[config.mk]
export PLATFORM = sky130hd
export DESIGN_NAME = match_ctrl
export DESIGN_NICKNAME = d
export VERILOG_FILES = /design/src/rtl/match_pkg.sv /design/src/rtl/pause_timer.sv /design/src/rtl/match_ctrl.sv
export SDC_FILE = /design/constraint.sdc
export NUM_CORES = 1
export LEC_CHECK = 0
export CAP_MARGIN = 20
export CORE_UTILIZATION = 60
export CTS_CLUSTER_DIAMETER = 100
export DETAILED_ROUTE_END_ITERATION = 7
export GPL_TIMING_DRIVEN = 0
export PLACE_DENSITY = 0.84
export REMOVE_ABC_BUFFERS = 1
export SLEW_MARGIN = 30
export SYNTH_ARGS = -nofsm -noshare
export SYNTH_HDL_FRONTEND = slang
export SYNTH_SLANG_ARGS = --single-unit
[constraint.sdc]
create_clock -name clk -period 3.68 [get_ports clk]
set_input_delay 0.736 -clock clk [delete_from_list [all_inputs] [get_ports clk]]
set_output_delay 0.736 -clock clk [all_outputs]
set_load 0.03 [all_outputs]
[src/rtl/match_pkg.sv]
// Shared encodings for the match-sequencing controller: phase codes, score width,
// winner codes and the saturating score increment.
package match_pkg;

    localparam int SCORE_W = 6;
    localparam logic [SCORE_W-1:0] SCORE_MAX = 6'd63;

    typedef enum logic [2:0] {
        ATTRACT = 3'd0,
        SERVE   = 3'd1,
        PLAY    = 3'd2,
        POINT   = 3'd3,
        OVER    = 3'd4,
        DEUCE   = 3'd5
    } state_t;

    localparam logic [1:0] WIN_NONE = 2'b00;
    localparam logic [1:0] WIN_P1   = 2'b01;
    localparam logic [1:0] WIN_P2   = 2'b10;

    function automatic logic [SCORE_W-1:0] sat_inc(input logic [SCORE_W-1:0] v);
        return (v == SCORE_MAX) ? v : v + 6'd1;
    endfunction

endpackage

[src/rtl/pause_timer.sv]
// Loadable down-counter shared by the serve pause and the game-over hold.
// Load wins over count; the count rests at zero rather than wrapping.
module pause_timer #(
    parameter int CNT_W = 26
) (
    input  logic             clk,
    input  logic             rst,
    input  logic             load,
    input  logic [CNT_W-1:0] load_val,
    input  logic             en,
    output logic             zero
);

    logic [CNT_W-1:0] count_q;

    always_ff @(posedge clk or posedge rst) begin
        if (rst) begin
            count_q <= '0;
        end else if (load) begin
            count_q <= load_val;
        end else if (en && (count_q != '0)) begin
            count_q <= count_q - 1'b1;
        end
    end

    assign zero = (count_q == '0);

endmodule

[src/rtl/match_ctrl.sv]
// Match sequencer: scores, serve/play/point/game-over phases, ball gating and score mux.
// Optional MATCH_CTRL_WIN_BY_TWO_EN: win needs a two-point margin (63 always wins) and adds DEUCE phase.
//
// state   | meaning
// ATTRACT | demo running, demo score displayed, waiting for start
// SERVE   | ball held for the serve pause
// PLAY    | ball moving, waiting for a point pulse
// POINT   | one cycle to evaluate the win condition
// OVER    | final score and winner held, then back to ATTRACT
module match_ctrl
    import match_pkg::*;
#(
    parameter int WIN_SCORE    = 10,
    parameter int PAUSE_CYCLES = 25000000,
    parameter int OVER_CYCLES  = 50000000,
    parameter int CNT_W        = 26
) (
    input  logic               clk,
    input  logic               rst,
    input  logic               start,
    input  logic               pt1,
    input  logic               pt2,
    input  logic [SCORE_W-1:0] demo_score_in,
    output logic               demo_en,
    output logic               ball_en,
    output logic               serve_dir,
    output logic [SCORE_W-1:0] score1,
    output logic [SCORE_W-1:0] score2,
    output logic [1:0]         winner,
    output logic [2:0]         phase
);

    localparam logic [SCORE_W-1:0] WIN_S   = SCORE_W'(WIN_SCORE);
    localparam logic [CNT_W-1:0]   PAUSE_V = CNT_W'(PAUSE_CYCLES - 1);
    localparam logic [CNT_W-1:0]   OVER_V  = CNT_W'(OVER_CYCLES - 1);

    state_t             state_q, state_nxt;
    state_t             phase_q, phase_nxt;
    logic [SCORE_W-1:0] s1_q, s1_nxt;
    logic [SCORE_W-1:0] s2_q, s2_nxt;
    logic               dir_q, dir_nxt;
    logic [1:0]         win_q, win_nxt;
    logic               ball_en_q, demo_en_q;
    logic               tmr_load, tmr_en, tmr_zero;
    logic [CNT_W-1:0]   tmr_val;
    logic               win1, win2;

`ifdef MATCH_CTRL_WIN_BY_TWO_EN
    localparam logic [SCORE_W-1:0] DEUCE_S = WIN_S - 6'd1;
    assign win1 = (s1_q == SCORE_MAX) ||
                  ((s1_q >= WIN_S) && ({1'b0, s1_q} >= ({1'b0, s2_q} + 7'd2)));
    assign win2 = (s2_q == SCORE_MAX) ||
                  ((s2_q >= WIN_S) && ({1'b0, s2_q} >= ({1'b0, s1_q} + 7'd2)));
`else
    assign win1 = (s1_q >= WIN_S);
    assign win2 = (s2_q >= WIN_S);
`endif

    assign tmr_en = (state_q == SERVE) || (state_q == OVER);

    pause_timer #(
        .CNT_W (CNT_W)
    ) u_pause_timer (
        .clk      (clk),
        .rst      (rst),
        .load     (tmr_load),
        .load_val (tmr_val),
        .en       (tmr_en),
        .zero     (tmr_zero)
    );

    always_ff @(posedge clk or posedge rst) begin
        if (rst) begin
            state_q   <= ATTRACT;
            phase_q   <= ATTRACT;
            s1_q      <= '0;
            s2_q      <= '0;
            dir_q     <= 1'b0;
            win_q     <= WIN_NONE;
            ball_en_q <= 1'b0;
            demo_en_q <= 1'b1;
        end else begin
            state_q   <= state_nxt;
            phase_q   <= phase_nxt;
            s1_q      <= s1_nxt;
            s2_q      <= s2_nxt;
            dir_q     <= dir_nxt;
            win_q     <= win_nxt;
            ball_en_q <= (state_nxt == PLAY);
            demo_en_q <= (state_nxt == ATTRACT);
        end
    end

    always_comb begin
        state_nxt = state_q;
        s1_nxt    = s1_q;
        s2_nxt    = s2_q;
        dir_nxt   = dir_q;
        win_nxt   = win_q;
        tmr_load  = 1'b0;
        tmr_val   = '0;

        case (state_q)
            ATTRACT: ;
            SERVE: begin
                if (tmr_zero) state_nxt = PLAY;
            end
            PLAY: begin
                if (pt1 || pt2) begin
                    state_nxt = POINT;
                    // Serve goes toward the player who lost the rally; a let changes nothing.
                    if (pt1 && !pt2) begin
                        s1_nxt  = sat_inc(s1_q);
                        dir_nxt = 1'b1;
                    end else if (pt2 && !pt1) begin
                        s2_nxt  = sat_inc(s2_q);
                        dir_nxt = 1'b0;
                    end
                end
            end
            POINT: begin
                tmr_load = 1'b1;
                if (win1) begin
                    win_nxt   = WIN_P1;
                    tmr_val   = OVER_V;
                    state_nxt = OVER;
                end else if (win2) begin
                    win_nxt   = WIN_P2;
                    tmr_val   = OVER_V;
                    state_nxt = OVER;
                end else begin
                    tmr_val   = PAUSE_V;
                    state_nxt = SERVE;
                end
            end
            OVER: begin
                if (tmr_zero) begin
                    state_nxt = ATTRACT;
                    win_nxt   = WIN_NONE;
                end
            end
            default: state_nxt = ATTRACT;
        endcase

        if (start && ((state_q == ATTRACT) || (state_q == OVER))) begin
            state_nxt = SERVE;
            s1_nxt    = '0;
            s2_nxt    = '0;
            win_nxt   = WIN_NONE;
            dir_nxt   = 1'b0;
            tmr_load  = 1'b1;
            tmr_val   = PAUSE_V;
        end
    end

    always_comb begin
        phase_nxt = state_nxt;
`ifdef MATCH_CTRL_WIN_BY_TWO_EN
        if ((state_nxt != ATTRACT) && (s1_nxt == s2_nxt) && (s1_nxt >= DEUCE_S)) begin
            phase_nxt = DEUCE;
        end
`endif
    end

    assign score1    = (state_q == ATTRACT) ? demo_score_in : s1_q;
    assign score2    = (state_q == ATTRACT) ? demo_score_in : s2_q;
    assign demo_en   = demo_en_q;
    assign ball_en   = ball_en_q;
    assign serve_dir = dir_q;
    assign winner    = win_q;
    assign phase     = phase_q;

endmodule

# Word-level counts from Yosys, hierarchy flattened
# Cells that the tools add are included.
# classes
addsub	3
n_lt_le_gt_ge	2
n_eq_ne	12
muxes	38
n_reduce_logical	24
# ops
cell	count
$mux 26	6
$mux 6	13
$logic_not 26->1	1
$reduce_bool 26->1	1
$sub 26x1->26 const B	1
$mux 3	6
$pmux 3 s5	1
$add 6x1->6 const B	2
$eq 6x6->1 const B	2
$ge 6x4->1 const B	2
$reduce_bool 2->1	5
$eq 3x2->1 const B	3
$mux 2	4
$mux 1	7
$logic_not 3->1	2
$ne 2x1->1 const B	3
$reduce_and 3->1	2
$reduce_bool 3->1	2
$reduce_and 5->1	1
$logic_and 1x1->1	4
$ne 4x4->1 const B	1
$pmux 2 s2	1
$reduce_and 4->1	1
$eq 3x1->1 const B	1
other kinds (4)	7
# word_totals
regBits	46
input_bits	11
out_inout_bits	20
wordCells	87

# Longest topological paths before layout
# logic_depth
word_depth	7
depth_mapped	9
ltp_nobuf	7

# Hierarchy
# Synthesis repeated with hierarchy kept, for this count alone.
# unflattened
cells_unflattened	330
area_unflattened_um2	2981.6
# modules_own_cells
mod	n_inst	cells_each	area_each_um2	seq_area_each_um2
pause_timer	1	184	1646.6	650.6
match_ctrl	1	146	1335.0	501.7

# Worst setup path before layout
# No wires, ideal clock.
# synth_path
kind	input to register
from	input pt1
to	register s1_q[5]
setup_ns	0.132
t_arrival_ns	2.673
required_time_ns	3.548
path_slack_ns	0.875
cell_stages	7
n_path_buf	0
path_cell_list	inv_1 -> ha_1 -> or4b_2 -> a311oi_1 -> nand4_1 -> xor2_1 -> nor2_1
# synth_via
elab_chain_cells	3
elab_cells_between_ends	5
cone_classes	reduce/logical (5)
# synth_lines
element	line_no	source
start: declaration	match_ctrl.sv:21	input logic pt1,
$logic_and 1x1->1 or $logic_or 1x1->1 (tied branches)	match_ctrl.sv:112, match_ctrl.sv:109	
$reduce_bool 2->1 (no line)	--	
$reduce_and 4->1 (no line) (*)	--	
end signal: assignment	match_ctrl.sv:85	s1_q <= s1_nxt;
end: declaration	match_ctrl.sv:39	logic [SCORE_W-1:0] s1_q, s1_nxt;
# Every way passes the cells marked *; elsewhere a longest branch is shown, timed or not.
# A chain may end at the register's enable or synchronous reset.

# Final worst setup path
# Ends and elaborated chain as after synthesis.

==> reports/results.tsv <==
metric	value	unit
clkPwrFrac	33.8	%
yosysWarnings	0	
cts.path.max_buffers	2	
finish.utilization	74.5	%
max_freq	305	MHz
crit_fanout	7	
dieArea	0.00497	sq mm
synth_cell_types	59	
drt-pass1-iter-count	4	
dp_hpwl	4430	microns
post-route-min-period	3.27	ns
io_buffer_count	30	
ys_ff_latch	46	
num_vias	2439	
htreeDepth	2	
synthArstFlopShare	100	%
setup-tns-final	0	ns
cts_tree	yes	
drv_slew	0	
synth_area	0.00282	sq mm
reg2reg_slack	0.86	ns
grt_max_degree	47	
timing.critical_path.to	s1_q[5]$_DFFE_PP0P_	
clkSlewWorstSetupHoldPaths	0.08	ns
drc	0	
mostFrequentLayoutCell	dfrtp_1	
path_class	in2reg	
peakVddDrop	0.298	mV
wirelength	6270	microns
area_growth	17.5	%
wl_per_cell	16.7	microns
root_buffer	clkbuf_8	
ios	31	
hold_class	reg2reg	
p_seq_share	46.2	%
power_density	409	mW/mm^2
post_cts_buffers	0	
worstReg2RegEnd	u_pause_timer.count_q[16]$_DFFE_PP0P_	
fp.dieH	70.5	microns
critical_path_arrival	3.44	ns
grt_pass1_vias	2294	
hold_viol	0	
placed_cell_area	0.00317	sq mm
status	finished clean	
worst-slew-pin-transition	0.921	ns
fin_area	0.00331	sq mm
grtUsageTotal	27.7	%
hold_ws	0.500	ns
timing.rr.start	u_pause_timer.count_q[0]$_DFFE_PP0P_	
viasPerCell	6.49	
cp-end-kind	flop	
comb_power_share	20.0	%
reg2reg_depth	8	
crit_path_start	pt1	
grt.overflow.total	0	
setup_viol	0	
cp-start-kind	input port	
cts_resized	0	
antenna_left	0	
max_cap_violations	0	
antenna_cells	0	
synth_seq_area_share	40.9	%
die_w	70.5	microns
rows	24	
hold_buffers	0	
synth_top_area_cell	dfrtp_1	
coreArea	0.00444	sq mm
syn_inst	297	
fin_crit_sh	89.0	%
required	3.85	ns
swShare	28.3	%
start_util	63.4	%
p_switching	383	uW
synth_edf_count	0	
clk_latency	0.30	ns
drt_iter0_markers	162	
ys.flop_type	dfrtp_1	
ys_top_cells_by_area	dfrtp_1 (40%), ha_1 (4.0%), mux2_2 (4.0%)	
nets	343	
total_leakage_power	0.00135	uW
gp_congestion	0.802	
final_cell_mix	dfrtp_1 (45), clkdlybuf4s50_1 (30), nor2_1 (23)	
grt_pass1_wl	11000	microns
clock_skew	0.00708	ns
synth_top_area_share	40.0	%
antenna_found_initial	0	
cts.sinks	46	
p_int	971	uW
layout-drive-gt1-share	13.0	%
cts_buffers	5	
syn_area_per_cell	9.48	sq um
rsz0062_at_grt	no	
slew_headroom	38.2	%
-- synth_stat cells, types with 4 or more instances --
library cell  number
a21oi_1            9
nand3_1           17
clkbuf_1          10
o31ai_1            9
or3_1              7
nor4_1             4
nor2_1            23
or4_1             11
a31oi_1            5
nand2_1           16
and3_1             6
xor2_1             9
nor3_1            11
dfrtp_1           45
nand2b_1           4
mux2_2            10
inv_1             12
o21ai_0            7
nand4_1            7
ha_1               9
-- metal layers --
metal,vias to the layer above,track usage (%),wire (microns)
met5,-,0,0
met4,0,7.03,56
met3,6,5.63,283
met2,52,45.7,3170
met1,1213,37.4,2760
li1,1168,-,-
-- flip-flops by register name, indices dropped and copies added (netlist names) --
register / cells
s2_q: 6
winner: 2
demo_en: 1
ball_en: 1
phase: 3
serve_dir: 1
s1_q: 6
u_pause_timer.count_q: 26
-- through the flow --
| step | power, uW | std cells | worst slack (ns) |
|---|---|---|---|
| 3_3_place_gp | 878 | 363 | -0.745 |
| 5_1_grt | 1430 | 376 | 0.232 |
| 6_report | 1350 | 376 | 0.406 |
| 2_1_floorplan | 807 | 281 | 0.817 |
| 3_5_place_dp | 901 | 368 | 0.0944 |
| 4_1_cts | 1360 | 376 | 0.407 |
-- power groups by stage --
stage          Clock, uW  Combinational, uW  Sequential (uW)
4_1_cts              468                272              623
5_1_grt              490                303              636
3_3_place_gp           0                250              628
6_report             457                271              626
2_1_floorplan          0                188              619
3_5_place_dp           0                269              632
-- cell type report --
class / count / area, sq um
clock buffers: 6 / 82.6
clock inverters: 2 / 60.1
fillers: 329 / 1130
inverters: 12 / 47.5
multi-input cells: 223 / 1550
flip-flops and latches: 46 / 1150
well taps: 52 / 65.1
repair buffers: 35 / 357
-- kinds of logic after synthesis --
family / synth area share, %
muxes: 4.35
AOI/OAI and AO/OA: 17.9
buffers and inverters: 4.66
adders and majority gates: 4.00
DFF: 40.9
and+or+nand+nor: 24.4
xor gates and xnor gates: 3.73
-- critical path: stages --
cell and delay [ns]:
clkdlybuf4s50_1 0.49, inv_1 0.06, ha_1 0.20, or4b_2 0.74
a311oi_1 0.79, nand4_1 0.19, xor2_1 0.17, nor2_1 0.05
-- worst min-delay path by stage --
stage	start	end	slack, ns	cells after the start
after floorplan	u_pause_timer.count_q[21]$_DFFE_PP0P_	u_pause_timer.count_q[21]$_DFFE_PP0P_	0.49	2
after global placement	winner[0]$_DFFE_PP0P_	winner[0]$_DFFE_PP0P_	0.50	1
after detailed placement	winner[0]$_DFFE_PP0P_	winner[0]$_DFFE_PP0P_	0.49	1
after CTS	winner[0]$_DFFE_PP0P_	winner[0]$_DFFE_PP0P_	0.51	1
after global routing	winner[0]$_DFFE_PP0P_	winner[0]$_DFFE_PP0P_	0.54	1
final	winner[0]$_DFFE_PP0P_	winner[0]$_DFFE_PP0P_	0.50	1
Note: power is estimated with default switching activity, not from simulation.
